==> src/rtl/dut_reg_responder.sv <==
// dut_reg_responder: register-bank responder for a one-outstanding request/response protocol with fixed latency
// Ports: clk, rst_n (async active-low); req_valid/req_ready/req_write/req_addr/req_wdata/req_wstrb request channel;
//        rsp_valid/rsp_ready/rsp_rdata/rsp_err response channel; busy = a request is in flight.
// Option: define DUT_RSP_ADDR_CHECK_EN to flag out-of-range requests on rsp_err (tied to 0 otherwise).
module dut_reg_responder #(
  parameter int DATA_W   = 32,
  parameter int ADDR_W   = 4,
  parameter int NUM_REGS = 12,
  parameter int RSP_LAT  = 2
) (
  input  logic                clk,
  input  logic                rst_n,
  input  logic                req_valid,
  output logic                req_ready,
  input  logic                req_write,
  input  logic [ADDR_W-1:0]   req_addr,
  input  logic [DATA_W-1:0]   req_wdata,
  input  logic [DATA_W/8-1:0] req_wstrb,
  output logic                rsp_valid,
  input  logic                rsp_ready,
  output logic [DATA_W-1:0]   rsp_rdata,
  output logic                rsp_err,
  output logic                busy
);
  localparam int CW = $clog2(RSP_LAT + 1);
  typedef enum logic [1:0] {IDLE, WAIT, RESP} state_t;
  state_t state, nxt;
  logic [CW-1:0] cnt;
  logic [DATA_W-1:0] regs [NUM_REGS];
  logic acc, oor;
  assign acc = req_valid && req_ready;
  assign oor = 32'(req_addr) >= NUM_REGS;
  // req_ready is registered from the next state so it rises on the handshake edge and after reset release
  always_ff @(posedge clk or negedge rst_n)
    if (!rst_n) begin
      state     <= IDLE;
      req_ready <= 1'b0;
    end else begin
      state     <= nxt;
      req_ready <= nxt == IDLE;
    end
  always_comb
    nxt = state == IDLE ? (acc ? (RSP_LAT == 1 ? RESP : WAIT) : IDLE) :
          state == WAIT ? (cnt == CW'(1) ? RESP : WAIT) :
          (rsp_ready ? IDLE : RESP);
  always_comb begin
    rsp_valid = state == RESP;
    busy      = state != IDLE;
  end
  always_ff @(posedge clk or negedge rst_n)
    if (!rst_n) cnt <= '0;
    else if (acc) cnt <= CW'(RSP_LAT - 1);
    else if (state == WAIT) cnt <= cnt - CW'(1);
  // the bank is written and the read data captured on the accept edge, so the response is fixed from then on
  always_ff @(posedge clk or negedge rst_n)
    if (!rst_n) begin
      for (int r = 0; r < NUM_REGS; r++) regs[r] <= '0;
      rsp_rdata <= '0;
    end else if (acc) begin
      if (req_write && !oor)
        for (int b = 0; b < DATA_W / 8; b++)
          if (req_wstrb[b]) regs[req_addr][8*b +: 8] <= req_wdata[8*b +: 8];
      rsp_rdata <= (!req_write && !oor) ? regs[req_addr] : '0;
    end
`ifdef DUT_RSP_ADDR_CHECK_EN
  always_ff @(posedge clk or negedge rst_n)
    if (!rst_n) rsp_err <= 1'b0;
    else if (acc) rsp_err <= oor;
`else
  assign rsp_err = 1'b0;
`endif
endmodule

==> config.mk <==
export PLATFORM = sky130hd
export DESIGN_NAME = dut_reg_responder
export DESIGN_NICKNAME = d
export VERILOG_FILES = /design/src/rtl/dut_reg_responder.sv
export SDC_FILE = /design/constraint.sdc
export NUM_CORES = 1
export LEC_CHECK = 0
export CORE_ASPECT_RATIO = 0.8
export CORE_MARGIN = 5
export CORE_UTILIZATION = 55
export DETAILED_ROUTE_END_ITERATION = 12
export PLACE_DENSITY = 0.76
export SLEW_MARGIN = 40
export SYNTH_ARGS = -nofsm -noshare
export SYNTH_HDL_FRONTEND = slang
export SYNTH_SLANG_ARGS = --single-unit
==> constraint.sdc <==
create_clock -name clk -period 4.6 [get_ports clk]
set_input_delay 0.92 -clock clk [delete_from_list [all_inputs] [get_ports clk]]
set_output_delay 0.92 -clock clk [all_outputs]
set_load 0.05 [all_outputs]
==> summary.txt <==
Run status
  – Status: complete, no violations

Timing
  – Hold violation count in the final report: 0
  – Slew HR: 44.0%
  – Worst-Margin Slew: 0.837 ns
  – Setup tns final: 0 ns
  – Setup Skew: 0.0121 ns
  – Setup violations, final: 0
  – Post-layout min period: 3.13 ns
  – Fmax: 319 MHz
  – Worst setup margin: 1.47 ns
  – Final period util: 68.1%
  – Worst hold slack: 0.295 ns
  – Final Max Slew Viols: 0
  – RSZ-0062 raised after global routing: false

Routing
  – DRC marker count from the first detailed-route iteration: 811
  – Via count: 11,000
  – Vias/cell: 6.22
  – TritonRoute pass-1 iters: 5
  – DRC violations left: 0
  – Post-Route WL: 42,900 microns
  – Antenna violation net count after detailed routing: 0
  – DR WL/cell: 24.3 microns

Die
  – Die Y: 178 microns
  – Row cnt: 61
  – Io pins: 81
  – CORE AREA: 34,700 sq um
  – Initial Util: 55.6%
  – Full die area: 39,000 sq um
  – Die Wd: 219 microns

CTS
  – CTS clk-pin slew, worst paths: 0.06 ns
  – TritonCTS clock tree: yes
  – CTS Buf Count: 43
  – # hold bufs at CTS: 0
  – Clock root buffer: clkbuf_16
  – Buffer count from post-CTS setup fixing: 0
  – Post_cts resized: 0
  – H-tree levels: 2
  – Worst-Skew Late Latency: 0.54 ns
  – CTS Buffer Depth: 3
  – Clock Sink Count: 421

GRT
  – First-pass GRT wire length: 69,400 microns
  – Initial antenna violation count: 2
  – Largest net degree at the start of global routing: 80
  – Vias in the first global route: 11,800
  – Total gr overflow: 0
  – Overall Global Routing Usage: 22.8%

Worst setup path
  – Launch point of the worst reg-to-reg path: req_ready
  – Setup slack, reg-to-reg: 2.07 ns
  – CP Data Arrival Time: 3.55 ns
  – Worst setup path startpoint: req_addr[3]
  – Crit-path max cell delay: 0.83 ns
  – Worst setup EP type: flip-flop
  – Sequence of cells on the critical path: clkdlybuf4s50_1 > nor4b_2 > nand4_1 > mux2_2
  – Crit Path Class: input port to flip-flop
  – Worst reg2reg path depth: 3
  – CP Launch Type: input port
  – CP required: 5.02 ns
  – Worst reg2reg endpoint: regs[239]
  – Worst path slowest cell: clkdlybuf4s50_1
  – Crit-path max FO: 16

Place
  – Final Wtd Congestion: 0.757
  – Placement Setup Slack: 0.964 ns
  – I/O Buffers: 79
  – DP HPWL: 26,100 microns
  – Placed Cells: 1,685

Logic synthesis
  – Mapped Area: 19,300 sq um
  – Synth warn: 0
  – Seq/Total Area, Yosys: 54.6%
  – Unique masters post-synth: 38
  – Syn Inst Count: 1,212
  – Post-Syn Nets: 1,258
  – Syn Area/Cell: 15.9 sq um
  – Yosys reg bits: 421

Pwr
  – Static Leak: 10.5 nW
  – Pwr Total: 9.35 mW
  – VDD IR max: 0.437 mV
  – P per Cell Area: 426 nW/um^2

Finish
  – P&R area growth vs syn: 13.7%
  – Final net count: 1,304
  – Share of layout cells above drive strength 1: 48.9%
  – Commonest non-fill, non-tap cell in the layout: dfrtp_1
  – Post-route insts no fill: 1,765
  – Most frequent cells in the layout: dfrtp_1 (421), mux2_2 (384), mux4_2 (96)

Flow run
  – Max-cap violation count: 0

Worst hold path
  – Worst Hold Class: input port to async pin
## metal layers
metal | track usage [%] | routed length (microns) | share of wire (%) | vias to the layer above
li1 | - | - | - | 4730
met1 | 33.5 | 19600 | 46 | 5954
met2 | 36.6 | 20700 | 48 | 225
met3 | 3.24 | 1720 | 4.0 | 64
met4 | 5.60 | 885 | 2.1 | 2
met5 | 0 | 11 | 0.026 | -
## worst max path at each step
stage,end,slack (ns),cells after the start
after floorplan,rsp_rdata[23],2.10,7
after global placement,regs[194],0.97,4
after detailed placement,regs[249],0.96,4
after CTS,regs[97],1.56,4
after global routing,regs[254],1.38,4
final,regs[239],1.47,4
## metrics by stage
step / util, % / area [sq um]
CTS: 63.2 / 22000
floorplan: - / 19300
finish: 63.2 / 22000
global placement: 59.0 / 20500
detailed placement: 59.0 / 20500
global route: 63.2 / 22000
## where the power goes
group	switching, mW	internal (mW)	leakage (nW)	total, mW
Combinational	0.703	0.690	4.01	1.39
Clock	1.43	2.12	0.727	3.55
Sequential	0.247	4.16	5.76	4.40
## worst max-delay path: cells and delay by family
kind,cells,cell delay (ns)
multiplexers,1,0.49
buffers and inverters,1,0.83
AND/OR/NAND/NOR,2,1.31
## synthesized netlist by cell type (all sizes together)
| cell type | n | area share, % |
|---|---|---|
| mux2 | 384 | 22 |
| nand4 | 37 | 2.2 |
| a21boi | 1 | 0.039 |
| a32oi | 32 | 1.5 |
| nand2 | 2 | 0.039 |
| ha | 1 | 0.065 |
| and4bb | 5 | 0.32 |
| nor4 | 1 | 0.11 |
| mux4 | 96 | 11 |
| nand2b | 1 | 0.032 |
| a22o | 1 | 0.045 |
| conb | 1 | 0.019 |
| and3b | 1 | 0.045 |
| buf | 34 | 1.1 |
| nor4bb | 1 | 0.052 |
| nand3 | 64 | 1.7 |
| or2 | 1 | 0.032 |
| inv | 2 | 0.039 |
| nor2 | 1 | 0.019 |
| a21oi | 2 | 0.052 |
| nand3b | 33 | 1.3 |
| clkbuf | 65 | 1.3 |
| and4b | 2 | 0.10 |
| and2 | 2 | 0.065 |
| nor3b | 12 | 1.2 |
| xnor2 | 1 | 0.045 |
| mux2i | 1 | 0.052 |
| dfrtp | 421 | 55 |
| nor4b | 4 | 0.45 |
| nor2b | 3 | 0.097 |
## area by class of cell
cell class | instances | area, sq um
antenna | 1 | 2.50
clock buffer | 64 | 1300
clock inverter | 15 | 158
fill | 2541 | 12800
inverter | 2 | 7.51
multi-input combinational | 690 | 8340
sequential | 421 | 10500
tap | 472 | 591
timing repair buffer | 100 | 1030
## flip-flops by register name (all words and copies together) (netlist names)
register,count
rsp_rdata,32
regs,384
state,2
cnt,2
req_ready,1
## logic make-up (layout without fill, tap and decap cells)
kind of cell    after synthesis  count (layout)  synth area share (%)
xor+xnor                      1               1                0.0454
flops                       421             421                  54.6
buf+inv                     101             181                  2.44
other cells                   1               2                0.0194
fa+ha+maj                     1               1                0.0648
simple gates                170             170                  7.65
compound gates               36              36                  1.59
mux                         481             481                  33.6
No activity file was read; power rests on OpenSTA's default activity.
==> variant: new RTL, same flow settings <==
Change the parameter `DATA_W` from 32 to 16.
--- a/src/rtl/dut_reg_responder.sv
+++ b/src/rtl/dut_reg_responder.sv
@@ -4,5 +4,5 @@
 // Option: define DUT_RSP_ADDR_CHECK_EN to flag out-of-range requests on rsp_err (tied to 0 otherwise).
 module dut_reg_responder #(
-  parameter int DATA_W   = 32,
+  parameter int DATA_W   = 16,
   parameter int ADDR_W   = 4,
   parameter int NUM_REGS = 12,
Interface: changed (resized req_wdata, req_wstrb and rsp_rdata); port bits go from 81 to 47. The function was not compared with the original's and may differ.
==> variant against the original RTL <==
Count of clock-buffer cells in the layout fell by 36. Sequential cell count decreased by 208. Critical endpoint is now regs[3]$_DFFE_PN0P_. Non-clock buffer count shrank 47. Worst setup slack lost 370 ps. Via count fell by 50%. Routed wire length fell by 51%. Total power decreased by 47%. Cell area is 49% lower. Global-route usage shrank 1.4 points. Utilization rose by 0.42 points. Area after synthesis decreased by 49%.
==> variant: results <==
[placed_design]
dp_hpwl_mm = 13.5
portBuffers = 45
dpl-instance-area_um2 = 10400
gp_congestion = 0.745

[timing]
holdWs_ps = 396
clock-skew-final_ps = 9.86
slew-limit-headroom_pct = 45.4

[outcome]
status = finished, final reports clean

[power_and_ir_drop]
power.static_leakage_uw = 0.00509
peakVddDrop_mv = 0.215
pg_seq_uw = 2330

[grt]
grt_first_pass_wirelength_mm = 34.9
antenna_found_initial = 1
grt_pass1_vias = 5930
grt_max_degree = 129

[layout]
final_layout_size_suffix_gt1_share_pct = 48.6
top_regs = regs x192, rsp_rdata x16

[logic_synthesis]
synthMuxAreaShare_pct = 34.8
synth_xor_area_share_pct = 0.0894
synth_common_cells = dfrtp_1, mux2_2, mux4_2, clkbuf_1, mux2i_1
yosys.area_share.adder_pct = 0.128
ys_seq_area_share_pct = 54.4
ys_types = 33

[detailed_routing]
first_pass_iters = 4

[cts]
clk_latency_ps = 500
htree_levels = 1

[worst_setup_path]
crit_family = buffers and inverters
slowest_delay_ps = 890
variant: changes by cell type after synthesis, moves of 16 or more:
cell / delta
mux4_2: -48
a32oi_1: -16
nand3_1: -63
clkbuf_1: -37
dfrtp_1: -208
nand4_2: -30
mux2_2: -192
mux2i_1: +16
nand3b_1: -31
o21ai_0: +16
variant: final cells by class:
type,instances,area (µm²)
well taps,225,282
fillers,1223,6330
flip-flops and latches,213,5330
inverters,3,11.3
clock inverters,10,78.8
clock buffers,28,634
repair buffers,53,531
multi-input cells,341,4230
variant: layer usage:
metal	share of wire [%]	vias up	global-route usage (%)
met5	0.033	-	0
met4	1.7	2	4.81
met3	5.9	32	3.75
met2	45	151	31.8
met1	47	2973	33.4
li1	-	2346	-
variant: through the flow:
stage	utilization (%)	worst slack (ps)	total power, µW	std cells
floorplan	-	2220	2960	604
global placement	59.5	996	3190	835
detailed placement	59.5	962	3250	835
CTS	63.6	1490	5000	873
global route	63.7	987	5180	873
finish	63.7	1100	4970	873
